### config.mk
export PLATFORM = sky130hd
export DESIGN_NAME = mem_access_ctrl
export DESIGN_NICKNAME = d
export VERILOG_FILES = /design/src/rtl/mem_ctrl_pkg.sv /design/src/rtl/mem_wait_counter.sv /design/src/rtl/mem_access_ctrl.sv
export SDC_FILE = /design/constraint.sdc
export NUM_CORES = 1
export LEC_CHECK = 0
export CAP_MARGIN = 20
export CORE_UTILIZATION = 47
export CTS_BUF_LIST = sky130_fd_sc_hd__clkbuf_8
export CTS_CLUSTER_DIAMETER = 50
export CTS_CLUSTER_SIZE = 30
export DETAILED_ROUTE_END_ITERATION = 10
export PLACE_DENSITY = 0.76
export RECOVER_POWER = 25
export SETUP_SLACK_MARGIN = 0.3
export SYNTH_ARGS = -nofsm -noshare
export SYNTH_HDL_FRONTEND = slang
export SYNTH_SLANG_ARGS = --single-unit
### constraint.sdc
create_clock -name clock -period 1.9 [get_ports clock]
set_input_delay 0.38 -clock clock [delete_from_list [all_inputs] [get_ports clock]]
set_output_delay 0.38 -clock clock [all_outputs]
set_load 0.005 [all_outputs]
### src/rtl/mem_ctrl_pkg.sv
// Shared definitions for the memory access controller: state encoding,
// wait-counter width and default timing constants.
package mem_ctrl_pkg;

    typedef enum logic [2:0] {
        S_IDLE  = 3'd0,
        S_MAR   = 3'd1,
        S_RD    = 3'd2,
        S_LATCH = 3'd3,
        S_WR    = 3'd4,
        S_DONE  = 3'd5
    } state_t;

    localparam int unsigned CNT_W           = 8;
    localparam int unsigned DEF_WAIT_CYCLES = 1;
    localparam int unsigned DEF_TIMEOUT     = 15;

endpackage

### src/rtl/mem_wait_counter.sv
// Strobe wait counter: loads 1 on entry to a strobe state, counts up while
// the strobe is held, saturates at all-ones and is cleared otherwise.
module mem_wait_counter
    import mem_ctrl_pkg::*;
#(
    parameter int unsigned WAIT_CYCLES = DEF_WAIT_CYCLES,
    parameter int unsigned TIMEOUT     = DEF_TIMEOUT
) (
    input  logic clock,
    input  logic clear,
    input  logic load,
    input  logic inc,
    output logic wait_met,
    output logic timed_out
);

    localparam logic [CNT_W-1:0] CNT_MAX = '1;

    logic [CNT_W-1:0] cnt_q;
    logic [CNT_W-1:0] cnt_d;

    // Next count: load wins, then saturating increment, otherwise idle at zero.
    always_comb begin
        cnt_d = '0;
        if (load) begin
            cnt_d = CNT_W'(1);
        end else if (inc) begin
            cnt_d = (cnt_q == CNT_MAX) ? cnt_q : cnt_q + 1'b1;
        end
    end

    // Counter register, cleared asynchronously.
    always_ff @(posedge clock or negedge clear) begin
        if (!clear) begin
            cnt_q <= '0;
        end else begin
            cnt_q <= cnt_d;
        end
    end

    assign wait_met  = (cnt_q >= CNT_W'(WAIT_CYCLES));
    assign timed_out = (cnt_q == CNT_W'(TIMEOUT));

endmodule

### src/rtl/mem_access_ctrl.sv
// Memory access controller. Handshake: req/write are sampled only in IDLE;
// a request seen in any other state is dropped, and completion is signalled
// by a single-cycle done (with err on timeout). All outputs are decoded from
// registered state, op and error flag only.
module mem_access_ctrl
    import mem_ctrl_pkg::*;
#(
    parameter int unsigned WAIT_CYCLES = DEF_WAIT_CYCLES,
    parameter int unsigned TIMEOUT     = DEF_TIMEOUT
) (
    input  logic   clock,
    input  logic   clear,
    input  logic   req,
    input  logic   write,
    input  logic   mem_ack,
    output logic   busy,
    output logic   done,
    output logic   err,
    output logic   mar_in,
    output logic   mdr_in,
    output logic   mdr_read,
    output logic   mem_rd,
    output logic   mem_wr,
    output state_t dbg_state
);

    state_t state_q, state_d;
    logic   op_q, op_d;
    logic   err_q, err_d;
    logic   wait_met;
    logic   timed_out;
    logic   cnt_load;
    logic   cnt_inc;

    // MAR is always followed by a strobe state, so it is the load point.
    assign cnt_load = (state_q == S_MAR);
    assign cnt_inc  = (state_q == S_RD) || (state_q == S_WR);

    mem_wait_counter #(
        .WAIT_CYCLES (WAIT_CYCLES),
        .TIMEOUT     (TIMEOUT)
    ) u_wait_counter (
        .clock     (clock),
        .clear     (clear),
        .load      (cnt_load),
        .inc       (cnt_inc),
        .wait_met  (wait_met),
        .timed_out (timed_out)
    );

    // Next-state logic; an acknowledged exit takes priority over timeout.
    always_comb begin
        state_d = state_q;
        op_d    = op_q;
        err_d   = err_q;
        case (state_q)
            S_IDLE: begin
                if (req) begin
                    op_d    = write;
                    state_d = S_MAR;
                end
            end
            S_MAR: begin
                state_d = op_q ? S_WR : S_RD;
            end
            S_RD: begin
                if (mem_ack && wait_met) begin
                    state_d = S_LATCH;
                end else if (!mem_ack && timed_out) begin
                    state_d = S_DONE;
                    err_d   = 1'b1;
                end
            end
            S_WR: begin
                if (mem_ack && wait_met) begin
                    state_d = S_DONE;
                end else if (!mem_ack && timed_out) begin
                    state_d = S_DONE;
                    err_d   = 1'b1;
                end
            end
            S_LATCH: begin
                state_d = S_DONE;
            end
            S_DONE: begin
                state_d = S_IDLE;
                err_d   = 1'b0;
            end
            default: begin
                state_d = S_IDLE;
                err_d   = 1'b0;
            end
        endcase
    end

    // State, operation and error-flag registers, cleared asynchronously.
    always_ff @(posedge clock or negedge clear) begin
        if (!clear) begin
            state_q <= S_IDLE;
            op_q    <= 1'b0;
            err_q   <= 1'b0;
        end else begin
            state_q <= state_d;
            op_q    <= op_d;
            err_q   <= err_d;
        end
    end

    // Moore output decode; a write loads the MDR from the bus during MAR.
    assign busy      = (state_q != S_IDLE);
    assign done      = (state_q == S_DONE);
    assign err       = (state_q == S_DONE) && err_q;
    assign mar_in    = (state_q == S_MAR);
    assign mdr_in    = ((state_q == S_MAR) && op_q) || (state_q == S_LATCH);
    assign mdr_read  = (state_q == S_RD) || (state_q == S_LATCH);
    assign mem_rd    = (state_q == S_RD);
    assign mem_wr    = (state_q == S_WR);
    assign dbg_state = state_q;

endmodule

# --- Yosys cells after proc, flatten, opt, wreduce, memory -nomap -nowiden ---
# Index checks and enable logic that the tools add are counted.
op_classes:
  add_sub_neg: 1
  order_cmp: 1
  n_eq_ne: 11
  n_mux: 12
  bitwise_logic: 1
  reduce_logical: 14
op_table:
  columns: ["operator", "n"]
  rows:
  - ["two-way mux 8 bit", 3]
  - ["two-way mux 3 bit", 5]
  - ["one-hot mux 3 bit (5 select lines)", 1]
  - ["adder 8 x 1 -> 8 bit, second input constant", 1]
  - ["== test 8 x 4 -> 1 bit, second input constant", 1]
  - ["== test 8 bit, second input constant", 1]
  - [">= comparator 8 x 1 -> 1 bit, second input constant", 1]
  - ["== test 3 x 2 -> 1 bit, second input constant", 2]
  - ["== test 3 bit, second input constant", 2]
  - ["logical AND 1 bit", 4]
  - ["!= test 2 bit, second input constant", 2]
  - ["== test 3 x 1 -> 1 bit, second input constant", 1]
  - ["zero test 3 bit", 1]
  - ["logical OR 1 bit", 3]
  - ["!= test 3 bit, second input constant", 1]
  - ["AND reduction 3 bit", 1]
  - ["nonzero test 3 bit", 1]
  - ["OR reduction 3 bit", 1]
  - ["two-way mux 1 bit", 2]
  - ["!= test 2 x 1 -> 1 bit, second input constant", 1]
  - ["one-hot mux 1 bit (2 select lines)", 1]
  - ["AND reduction 2 bit", 1]
  - ["OR reduction 2 bit", 1]
  - ["zero test 1 bit", 1]
  - ["NOT 1 bit", 1]
word_totals:
  regBits: 13
  input_bits: 5
  out_inout_bits: 11
  elab_cells: 44

# --- Logic depth before layout (Yosys ltp) ---
logic_depth:
  word_depth: 5
  depth_mapped: 6
  depth_no_buf: 6

# --- Cells and area by module ---
# From an unflattened synthesis, not the netlist that was laid out.
unflattened:
  hier_cells: 90
  hier_area_um2: 814.5
modules_own_cells:
  columns: ["mod", "n_inst", "cells_per_inst", "area_each_um2", "seq_area_each_um2"]
  rows:
  - ["mem_wait_counter", 1, 53, 495.5, 200.2]
  - ["mem_access_ctrl", 1, 37, 319.1, 125.1]

# --- Least setup slack after synthesis ---
# OpenSTA, ideal clock, no wires.
synth_path:
  kind: "flip-flop to flip-flop"
  startpoint: "reg u_wait_counter.cnt_q[6]"
  endpoint: "reg state_q[0], in the netlist dbg_state[0]"
  setup_time_ps: 139
  arrival_ps: 1745
  required_time_ps: 1761
  path_slack_ps: 16
  path_stages_with_launch: 5
  path_buffers: 0
  synth_period_minus_slack_ps: 1884
  path_cell_list: "dfrtp_1 -> or4_1 -> or4_4 -> a211oi_2 -> o221ai_1"
synth_via:
  elab_chain_len: 5
  word_cells_on_any_way: 8
  cone_classes: "order compare (1); eq/ne (1); mux (4); reduce/logical (2)"
synth_rtl:
  columns: ["element", "line", "text"]
  rows:
  - ["from (decl)", "mem_wait_counter.sv:19", "logic [CNT_W-1:0] cnt_q;"]
  - ["from (signal assigned)", "mem_wait_counter.sv:37", "cnt_q <= cnt_d;"]
  - ["branches (longest 4 deep; another with >= comparator 8 x 1 -> 1 bit)", null, null]
  - ["one-hot mux 3 bit (5 select lines) *", "mem_access_ctrl.sv:56", "case (state_q)"]
  - ["to (signal assigned)", "mem_access_ctrl.sv:103", "state_q <= state_d;"]
  - ["to (decl)", "mem_access_ctrl.sv:27", "state_t state_q, state_d;"]
# Mark *: on every way between the ends.
# A chain may end at the register's enable or synchronous reset.

# --- Final worst setup path ---
layout_path:
  startpoint: "reg u_wait_counter.cnt_q[7]"
  endpoint: "reg state_q[0], in the netlist dbg_state[0]"
# Same word-level chain as after synthesis.

==> flow_summary_export.csv <==
group,metric,value,unit
layout,nFillCells,22,
synthesis,synth_nets,98,
drt,drcViolationCount,0,
global_route,grt_antenna_before_repair,0,
clocking,cts_buffer_depth,2,
synthesis,synth-seq-area-share,0.415,
drt,antenna_left,0,
power_and_ir_drop,power,2.14,mW
clocking,htreeDepth,1,
placement,io_buffers,15,
critical_path,required,2.02,ns
clocking,cts-root-buf,"clkbuf_8",
layout,layout_common_cells,"buf_4 (29), buf_6 (14), dfrtp_1 (10)",
sta,worst_pin_slew,0.659,ns
critical_path,arrival,2.07,ns
floorplan,num_rows,14,
floorplan,initial_utilization,0.514,
synthesis,synth.largest_area_cell,"dfrtp_1",
global_route,grt_max_degree,14,
clocking,clock_sinks,13,
layout,drive_above_1_share,0.581,
power_and_ir_drop,power.leakage,0.707,nW
sta,fin_skew,0.00800,ns
synthesis,synthDistinctLibCells,32,
layout,regArea,329,um2
synthesis,ys_ff_latch,13,
synthesis,syn_avg_cell_area,8.70,um2
power_and_ir_drop,ir_drop,1.09,mV
drt,drt-total-wl,4530,um
run,max-cap-violations,0,
status,outcome,"finished, violations left",
global_route,track_usage,0.376,
power_and_ir_drop,power_density,1440,mW/mm2
synthesis,yosysTopAreaCellShare,0.415,
layout,area_delta_synth_final,89.8,%
floorplan,io-pin-count,16,
global_route,grt_pass1_vias,987,
synthesis,ys_warn_count,0,
layout,layout_commonest_cell,"buf_4",
clocking,clk_pin_slew_worst_paths,0.07,ns
floorplan,core-area,0.00152,mm2
layout,diodes,0,
critical_path,start_kind,"flop",
sta,rsz0062_at_grt,"true",
layout,layout.nets,157,
sta,relSlewSlack,0.559,
placement,finalWeightedCongestion,0.838,
placement,dpl.cell_count,124,
drt,first_pass_iters,6,
sta,fin_ws,-0.0483,ns
sta,setup_violations,1,
synthesis,synth_area,783,um2
floorplan,die_area,0.00183,mm2
clocking,cts_made_buffers,3,
clocking,tritoncts,"built",
sta,final-max-slew-violation-count,0,
sta,period_share,1.03,
synthesis,ys.flop_type,"dfrtp_1",
drt,post_drt_wl_per_cell,27.6,um
synthesis,syn_inst,90,
layout,multi_input_area,566,um2
synthesis,ys_async_sr_fraction,1.00,
global_route,grt_pass1_wl,4910,um
synthesis,synth.area.top_cells,"dfrtp_1 (42%), ha_1 (4.8%), nor2_1 (4.8%)",
worst_hold_path,hold_path.class,"input pin to asynchronous set/reset pin",
critical_path,crit_fanout,2,
sta,fmax,513,MHz
drt,vias_per_cell,7.22,
sta,hold_viol_final,0,
status,violations,"setup timing",
floorplan,die_h,42.8,um
drt,vias,1184,
drt,drt_iter0_drc,124,
critical_path,worstSetupPathType,"flop to flop",
global_route,gr-total-overflow,0,
floorplan,fp.dieW,42.8,um
sta,tns,-0.0483,ns
placement,dpl.hpwl,1320,um
synthesis,synth_edf_count,0,
critical_path,worstSetupEndpointType,"flop",
layout,fin_cells,164,
clocking,clock_latency,0.25,ns
sta,timing.final.crit_period,1.95,ns
placement,place_ws,0.102,ns
## layout make-up
cell class / instances / share of cell area
clock buffers: 3 / 0.0278
clock inverters: 1 / 0.00253
inverters: 6 / 0.0152
multi-input cells: 68 / 0.380
flip-flops and latches: 13 / 0.221
well taps: 16 / 0.0135
repair buffers: 57 / 0.339
## path summary, 6_finish.rpt
path                       depth (start not counted)                      end  slack (ns)                    start
max                                                4             dbg_state[0]       -0.05  u_wait_counter.cnt_q[7]
min                                                1  u_wait_counter.cnt_q[5]        0.59                    clear
max reg2reg                                        4             dbg_state[0]       -0.05  u_wait_counter.cnt_q[7]
min reg2reg                                        2                    err_q        0.60                    err_q
max in group asynchronous                          1             dbg_state[2]        0.85                    clear
min in group clock                                 2                    err_q        0.60                    err_q
## metrics by stage
| stage | utilization | hold slack [ns] | instance area [um2] |
|---|---|---|---|
| after global placement | 0.654 | 0.520 | 996 |
| final | 0.975 | 0.593 | 1490 |
| after detailed placement | 0.654 | 0.527 | 996 |
| after floorplan | - | 0.0844 | 792 |
| after CTS | 0.865 | 0.544 | 1320 |
| after global routing | 0.975 | 0.611 | 1490 |
## power breakdown
part           total [mW]  switching [mW]  internal (mW)
clock network       0.267           0.123          0.143
registers           0.421          0.0810          0.340
logic                1.46           0.694          0.764
total                2.14           0.898           1.25
## cell families (layout without fill, tap and decap cells)
kind of cell | count (synthesis) | after routing | share of synthesized area
compound gates | 20 | 20 | 0.160
simple gates | 43 | 43 | 0.308
mux | 1 | 1 | 0.0144
xor+xnor | 1 | 1 | 0.0112
buf+inv | 9 | 67 | 0.0431
fa+ha+maj | 3 | 3 | 0.0479
flops | 13 | 13 | 0.415
## worst max-delay path: stages (launching register included)
cell      delay (ns)
dfrtp_1         0.41
or4_4           0.57
or4_4           0.47
a211oi_2        0.22
o221ai_2        0.14
## synthesized netlist by cell type (2+ instances only)
cell type and count:
nor3_1 4, o21ai_0 7, or3_1 3, ha_1 3, a21oi_1 6, nand3_1 5, nor2_1 10, and3b_1 2
inv_1 6, nand2b_1 3, clkbuf_1 3, dfrtp_1 13, nand2_1 6
## metal layers
| metal | wire length, um | up-vias | share of wire | global-route usage |
|---|---|---|---|---|
| met5 | 0 | - | 0 | 0 |
| met3 | 663 | 66 | 0.15 | 0.115 |
| met2 | 1900 | 166 | 0.42 | 0.591 |
| met4 | 510 | 0 | 0.11 | 0.181 |
| li1 | - | 436 | - | - |
| met1 | 1450 | 516 | 0.32 | 0.464 |
## sequential cells by signal, indices dropped and copies added (netlist names)
name	cells
err_q	1
op_q	1
u_wait_counter.cnt_q	8
dbg_state	3
## timing repair
action / 4_1_cts / 5_1_grt
cloned: 1 / 0
resized for setup: 48 / 43
hold buffers: 0 / 0
setup endpoints to repair: 18 / 20
setup buffers: 25 / 10
pin swaps: 13 / 11
(Power assumes the default switching activity.)
